<file path="src/rtl/uart_receiver.sv">
// 8N1 UART receiver: double-flop synchronised line, mid-bit sampling, and
// one-cycle data_valid / framing_error strobes; a low stop bit parks in BREAK.
module uart_receiver #(
  parameter int CLKS_PER_BIT  = 462,
  parameter int COUNTER_WIDTH = 9
) (
  input  logic       clk_in,
  input  logic       reset,
  input  logic       uart_rx,
  output logic [7:0] data,
  output logic       data_valid,
  output logic       framing_error,
  output logic       rx_running
);

  localparam int HALF = CLKS_PER_BIT / 2;
  localparam logic [COUNTER_WIDTH-1:0] HALF_LAST  = COUNTER_WIDTH'(HALF - 1);
  localparam logic [COUNTER_WIDTH-1:0] BIT_LAST   = COUNTER_WIDTH'(CLKS_PER_BIT - 1);
  localparam logic [COUNTER_WIDTH-1:0] COUNT_ZERO = COUNTER_WIDTH'(0);
  localparam logic [COUNTER_WIDTH-1:0] COUNT_ONE  = COUNTER_WIDTH'(1);

  typedef enum logic [2:0] {IDLE, START, DATA, STOP, BREAK} state_t;

  logic                     sync1_reg;
  logic                     rx_s;
  state_t                   state_reg, state_next;
  logic [COUNTER_WIDTH-1:0] count_reg, count_next;
  logic [2:0]               bit_index_reg, bit_index_next;
  logic [7:0]               shift_reg, shift_next;
  logic [7:0]               data_reg, data_next;
  logic                     data_valid_reg, data_valid_next;
  logic                     framing_error_reg, framing_error_next;
  logic                     rx_running_reg;

  // Both synchroniser flops reset high so a reset never looks like a start bit.
  always_ff @(posedge clk_in) begin
    if (reset) begin
      sync1_reg <= 1'b1;
      rx_s      <= 1'b1;
    end else begin
      sync1_reg <= uart_rx;
      rx_s      <= sync1_reg;
    end
  end

  always_ff @(posedge clk_in) begin
    if (reset) begin
      state_reg         <= IDLE;
      count_reg         <= COUNT_ZERO;
      bit_index_reg     <= 3'd0;
      shift_reg         <= 8'h00;
      data_reg          <= 8'h00;
      data_valid_reg    <= 1'b0;
      framing_error_reg <= 1'b0;
      rx_running_reg    <= 1'b0;
    end else begin
      state_reg         <= state_next;
      count_reg         <= count_next;
      bit_index_reg     <= bit_index_next;
      shift_reg         <= shift_next;
      data_reg          <= data_next;
      data_valid_reg    <= data_valid_next;
      framing_error_reg <= framing_error_next;
      rx_running_reg    <= (state_next != IDLE);
    end
  end

  always_comb begin
    state_next         = state_reg;
    count_next         = count_reg;
    bit_index_next     = bit_index_reg;
    shift_next         = shift_reg;
    data_next          = data_reg;
    data_valid_next    = 1'b0;
    framing_error_next = 1'b0;
    case (state_reg)
      IDLE: begin
        if (!rx_s) begin
          state_next = START;
          count_next = COUNT_ZERO;
        end
      end
      START: begin
        // Re-check the line half a bit in; a high level here was only a glitch.
        if (count_reg == HALF_LAST) begin
          count_next = COUNT_ZERO;
          if (!rx_s) begin
            state_next     = DATA;
            bit_index_next = 3'd0;
          end else begin
            state_next = IDLE;
          end
        end else begin
          count_next = count_reg + COUNT_ONE;
        end
      end
      DATA: begin
        if (count_reg == BIT_LAST) begin
          count_next = COUNT_ZERO;
          shift_next = {rx_s, shift_reg[7:1]};
          if (bit_index_reg == 3'd7) begin
            state_next = STOP;
          end else begin
            bit_index_next = bit_index_reg + 3'd1;
          end
        end else begin
          count_next = count_reg + COUNT_ONE;
        end
      end
      STOP: begin
        if (count_reg == BIT_LAST) begin
          count_next = COUNT_ZERO;
          if (rx_s) begin
            data_next       = shift_reg;
            data_valid_next = 1'b1;
            state_next      = IDLE;
          end else begin
            framing_error_next = 1'b1;
            state_next         = BREAK;
          end
        end else begin
          count_next = count_reg + COUNT_ONE;
        end
      end
      BREAK: begin
        if (rx_s) begin
          state_next = IDLE;
        end
      end
      default: begin
        state_next = IDLE;
      end
    endcase
  end

  assign data          = data_reg;
  assign data_valid    = data_valid_reg;
  assign framing_error = framing_error_reg;
  assign rx_running    = rx_running_reg;

endmodule

</file>
<file path="config.mk">
export PLATFORM = sky130hd
export DESIGN_NAME = uart_receiver
export DESIGN_NICKNAME = d
export VERILOG_FILES = /design/src/rtl/uart_receiver.sv
export SDC_FILE = /design/constraint.sdc
export NUM_CORES = 1
export LEC_CHECK = 0
export CAP_MARGIN = 20
export CORE_UTILIZATION = 30
export DETAILED_ROUTE_END_ITERATION = 16
export DONT_BUFFER_PORTS = 1
export PLACE_DENSITY = 0.44
export SYNTH_ARGS = -nofsm -noshare
export SYNTH_HDL_FRONTEND = slang
export SYNTH_SLANG_ARGS = --single-unit
</file>
<file path="constraint.sdc">
create_clock -name clk_in -period 2.2 [get_ports clk_in]
set_clock_uncertainty 0.05 [all_clocks]
set_input_delay 0.66 -clock clk_in [delete_from_list [all_inputs] [get_ports clk_in]]
set_output_delay 0.66 -clock clk_in [all_outputs]
set_load 0.05 [all_outputs]
</file>
==> flow_summary.toml, run 1 <==
[detailed_routing]
finalWirelength_um = 2830
topRoutingLayerUsed = "met4"
firstDrtPassIters = 4
ant_nets = 0
drt-met1-wl_um = 1380
route.met2.wl_um = 1290
routedWlPerCell_um = 12.2
drt_iter0_markers = 25
routed-via-count = 1087
remaining_drc_errors = 0
dr_wl_met3_um = 110
viasPerCell = 4.67

[cts]
cts_resized = 0
ctsRootBufferMaster = "clkbuf_8"
h-tree-depth = 2
ctsHoldBuffers = 0
clk_pin_slew_ns = 0.07
post_cts_buffers = 0
cts.sinks = 36
cts_made_buffers = 5
clock_latency_ns = 0.29
clock_path_buffers = 2
cts_tree = "yes"

[floorplan]
ioPinCount = 14
dieArea_um2 = 5490
core.rowCount = 25
coreArea_um2 = 4850
die_h_um = 74.1
die_x_um = 74.1
initial_core_util = 0.322

[synth]
synth_area_leader_cell = "dfxtp_1"
avgSynthCellArea_um2 = 9.62
yosys.cell_types.count = 38
yosysSeqAreaShare = 0.462
ys_warn_count = 0
synth_seq_cells = 36
synth.area.top_cells = "dfxtp_1, mux2i_1, nor2_1, ha_1, xor2_1"
synth_edf_count = 0
synthTopCellsByCount = "dfxtp_1, nor2_1, mux2i_1, xor2_1, ha_1"
syn_inst = 162
synth-main-ff-cell = "dfxtp_1"
synthArstFlopShare = 0
synth_fp_nets = 170
synth_most_common_cell = "dfxtp_1"
yosysTopAreaCellShare = 0.462
synth_area_um2 = 1560

[job]
maxCapViolations = 0

[final_layout]
diodes = 0
final_core_util = 0.354
layout.cells.non_filler = 233
fillers = 501
drive_gt1_frac = 0.114
fin_area_um2 = 1720
nets = 173
area_growth_pct = 10.2
largest_reg_flops = 9

[worst_setup_path]
worstSetupPathType = "reg2reg"
end_kind = "flip-flop"
crit_start = "count_reg[0]"
max_stage_delay_ns = 0.45
path_cells = "ha_1, nand4_1, nor3_2, and2_1, buf_4, a21oi_1, a31oi_1"
cp.arrival_ns = 2.06
cp_max_fo = 9
r2r-start = "count_reg[0]"
cp_slowest_cell = "dfxtp_1"
cp.required_ns = 2.35
worstPathBufferInverterCount = 1
critPathLaunchType = "flip-flop"
cp_top_family = "simple AND/OR/NAND/NOR gates"

[global_routing]
grt_pass1_vias = 1065
grt_pass1_wl_um = 4940
grt_util_all_layers = 0.122
grt_max_degree = 26
grt.overflow.total = 0
antenna_found_initial = 0

[timing]
tightest_slew_ns = 0.516
rsz0062_at_grt = "false"
fin_crit_ns = 1.90
fin_tns_setup_ns = 0
period_share = 0.865
setup_viol = 0
hold_viol = 0
slew_headroom = 0.656
clock.fmax_mhz = 526
maxSlewViolCount = 0

[placement]
dpl_cell_area_um2 = 1630
gp_congestion = 0.821
dpl.hpwl_um = 1960
dp_cells = 225
io_buffers = 0

[power]
power.share.sequential = 0.575
peakVddDrop_mv = 0.330
switchingPower_w = 0.000278
power_frac_comb = 0.052
powerDensity_nw_per_um2 = 695
internal_power_w = 0.000915
clockPowerShare = 0.373
switching_share = 0.233
p_leak_nw = 0.729

[worst_hold_path]
hp-start = "sync1_reg"
min_path_type = "reg2reg"

[run_status]
status = "finished clean"
power by group through the flow:
stage          Sequential, W  Combinational, W  Clock, W
6_report            0.000686         0.0000625  0.000445
5_1_grt             0.000688         0.0000726  0.000498
4_1_cts             0.000686         0.0000632  0.000467
3_5_place_dp        0.000701         0.0000629         0
3_3_place_gp        0.000700         0.0000636         0
2_1_floorplan       0.000696         0.0000571         0
per-layer routing:
metal | vias to the layer above | global-route usage
met1 | 508 | 0.154
li1 | 562 | -
met3 | 5 | 0.0488
met4 | 0 | 0.0662
met2 | 12 | 0.176
met5 | - | 0
through the flow:
stage	power, W	hold WS, ns	worst slack (ns)
floorplan	0.000753	0.339	0.494
global placement	0.000764	0.358	0.351
detailed placement	0.000764	0.354	0.310
CTS	0.00122	0.372	0.269
global route	0.00126	0.370	0.0765
finish	0.00119	0.371	0.297
worst paths after layout:
check	to	cells past startpoint	slack, ns
min reg2reg	rx_s	1	0.37
max reg2reg	rx_running	7	0.30
max	rx_running	7	0.30
min	rx_s	1	0.37
cell usage in the layout, fill, tap and decap left out, types with 2 or more instances in the layout:
cell type  count
dfxtp_1       36
nor2_1        35
mux2i_1       18
xor2_1         6
ha_1           5
clkbuf_8       5
inv_1          4
nand4_1        4
and2_1         4
nand3_1        4
or2_2          3
nand2_1        3
a21oi_1        3
buf_4          3
nand2b_1       2
and4_2         2
xnor2_1        2
a211oi_1       2
o21bai_1       2
nor3_1         2
o21ai_0        2
clkbuf_1       2
worst reg2reg max path, stage by stage (launching register included):
cell,delay [ns]
dfxtp_1,0.45
ha_1,0.18
nand4_1,0.12
nor3_2,0.33
and2_1,0.19
buf_4,0.20
a21oi_1,0.12
a31oi_1,0.18
final cells by class:
type / instances / area [um^2] / area share
Clock buffer: 7 / 76.3 / 0.0444
Clock inverter: 1 / 8.76 / 0.00510
Inverter: 4 / 15.0 / 0.00874
Multi-Input combinational cell: 115 / 791 / 0.460
Sequential cell: 36 / 721 / 0.420
Tap cell: 67 / 83.8 / 0.0488
Timing Repair Buffer: 3 / 22.5 / 0.0131
logic make-up after synthesis:
kind of cell	synth area share
and+or+nand+nor	0.228
DFF	0.462
muxes	0.116
AOI/OAI and AO/OA	0.0786
buffers and inverters	0.0305
xor gates and xnor gates	0.0449
adders and majority gates	0.0401
Note: power is estimated with default switching activity, not from simulation.
==> inputs of run 2 (changes only) <==
--- a/config.mk
+++ b/config.mk
@@ -9,7 +9,7 @@
 export CORE_UTILIZATION = 30
 export DETAILED_ROUTE_END_ITERATION = 16
 export DONT_BUFFER_PORTS = 1
-export PLACE_DENSITY = 0.44
+export PLACE_DENSITY = 0.45
 export SYNTH_ARGS = -nofsm -noshare
 export SYNTH_HDL_FRONTEND = slang
 export SYNTH_SLANG_ARGS = --single-unit
==> constraint.sdc (replaced) <==
create_clock -name clk_in -period 1.7 [get_ports clk_in]
set_clock_uncertainty 0.05 [all_clocks]
set_input_delay 0.51 -clock clk_in [delete_from_list [all_inputs] [get_ports clk_in]]
set_output_delay 0.51 -clock clk_in [all_outputs]
set_load 0.05 [all_outputs]
==> run 2 against run 1 <==
Net effect: the run now ends with setup timing left; clock-buffer cell count decreased by 2; routed wire length increased by 14%; via count increased by 9.0%; global-route usage increased by 1.2 points; non-clock buffer count increased by 16; clock power increased by 71%; critical path depth increased by 1; fmax increased by 9.8%; die area unchanged; final cell count increased by 6.9%; sequential share of layout area decreased by 5.1 points.
==> flow_summary.toml, run 2 (synthesis gave the netlist of run 1 again) <==
[final_layout]
fin_area_um2 = 1990
drive_gt1_frac = 0.319
nets = 189
largest_reg_flops = 9
area_growth_pct = 27.4
fillers = 476
final_common_cell = "dfxtp_1"
diodes = 0
layout.cells.non_filler = 249
layout_common_cells = "dfxtp_1, nor2_1, mux2i_1"

[global_routing]
grt.overflow.total = 0
antenna_found_initial = 0
grt_max_degree = 26
gr-usage-met3 = 0.0542
use_met1 = 0.161
grt_pass1_vias = 1141
grt_pass1_wl_um = 5420
busiest_layer = "met2"
grtUsageMet2 = 0.209
grt_util_all_layers = 0.133

[detailed_routing]
drt_iter0_markers = 26
ant_nets = 0
finalWirelength_um = 3230
remaining_drc_errors = 0
routedWlPerCell_um = 13.0
viasPerCell = 4.76
routed-via-count = 1185
firstDrtPassIters = 4

[floorplan]
initial_core_util = 0.322
coreArea_um2 = 4850
dieArea_um2 = 5490
core.rowCount = 25
ioPinCount = 14
die_h_um = 74.1
die_x_um = 74.1

[power]
peakVddDrop_mv = 0.429
p_leak_nw = 0.836
powerDensity_nw_per_um2 = 902
p_total_w = 0.00179

[cts]
cts_tree = "yes"
h-tree-depth = 2
clock_path_buffers = 2
cts.sinks = 36
clk_pin_slew_ns = 0.08
clock_latency_ns = 0.29
cts_made_buffers = 5
ctsHoldBuffers = 0
ctsRootBufferMaster = "clkbuf_8"

[placement]
dpl_cell_area_um2 = 1760
pre_cts_ws_ns = -0.0340
dpl.hpwl_um = 2220
io_buffers = 0
dp_cells = 239
gp_congestion = 0.814

[worst_setup_path]
r2r-end = "bit_index_reg[0]"
cp_max_fo = 4
reg2reg_depth = 8
cp.arrival_ns = 1.90
critPathLaunchType = "flip-flop"
r2r-start = "count_reg[1]"
worstSetupPathType = "reg2reg"
regToRegSetupSlack_ns = -0.03
end_kind = "flip-flop"
max_stage_delay_ns = 0.36
cp_slowest_cell = "dfxtp_4"
path_cells = "inv_2, ha_4, nand4_1, nor3_4, buf_6, o2111ai_2, or3_1, a21oi_1"
cp.required_ns = 1.87

[worst_hold_path]
holdPathStages = 1
hp-start = "reset"
min_path_type = "in2reg"
holdPathEnd = "bit_index_reg[0]"

[run_status]
violations = "setup timing"
status = "finished, violations left"

[job]
maxCapViolations = 0

[timing]
worst_slack_ns = -0.0323
clock.fmax_mhz = 577
slew_headroom = 0.653
fin_crit_ns = 1.73
period_share = 1.02
maxSlewViolCount = 0
setup_viol = 1
tightest_slew_ns = 0.519
hold_viol = 0
rsz0062_at_grt = "true"
## run 2: power breakdown
| part | internal, W | switching, W | total (W) |
|---|---|---|---|
| Clock | 0.000434 | 0.000326 | 0.000760 |
| Sequential | 0.000859 | 0.0000300 | 0.000889 |
| Combinational | 0.0000669 | 0.0000758 | 0.000143 |
## run 2: layer usage
layer | wire length (um) | up-vias
li1 | - | 596
met1 | 1430 | 568
met2 | 1620 | 15
met3 | 123 | 6
met4 | 49 | 0
met5 | 0 | -
## run 2: worst max-delay path by stage
| stage | from | to | cells past startpoint |
|---|---|---|---|
| after detailed placement | count_reg[0] | rx_running | 7 |
| after floorplan | count_reg[1] | bit_index_reg[0] | 6 |
| after global placement | count_reg[0] | rx_running | 7 |
| final | count_reg[1] | bit_index_reg[0] | 8 |
| after global routing | count_reg[1] | bit_index_reg[0] | 8 |
| after CTS | count_reg[1] | bit_index_reg[0] | 8 |
## run 2: metrics by stage
step	util	setup TNS, ns	hold slack, ns
4_1_cts	0.389	-0.145	0.222
6_report	0.410	-0.0323	0.223
3_3_place_gp	0.362	0	0.359
5_1_grt	0.410	-0.869	0.198
2_1_floorplan	-	0	0.339
3_5_place_dp	0.362	-0.0491	0.349
## run 2: final cells by class
class	instances	area (um^2)	share of cell area
Multi-Input combinational cell	115	876	0.441
Sequential cell	36	732	0.368
Timing Repair Buffer	19	166	0.0838
Tap cell	67	83.8	0.0422
Clock buffer	5	68.8	0.0346
Clock inverter	3	42.5	0.0214
Inverter	4	17.5	0.00882
## run 2: what timing repair did
item | 4_1_cts | 5_1_grt
pin swaps | 2 | 10
endpoints found under the setup margin | 5 | 29
buffers inserted | 0 | 2
gates resized for setup | 5 | 27
## run 2: worst max-delay path: cells and delay by family, from the launching register on
kind | cells | cell delay (ns)
and+or+nand+nor | 3 | 0.70
buffers and inverters | 2 | 0.20
adders and majority gates | 1 | 0.11
AOI/OAI and AO/OA | 2 | 0.24
DFF | 1 | 0.36
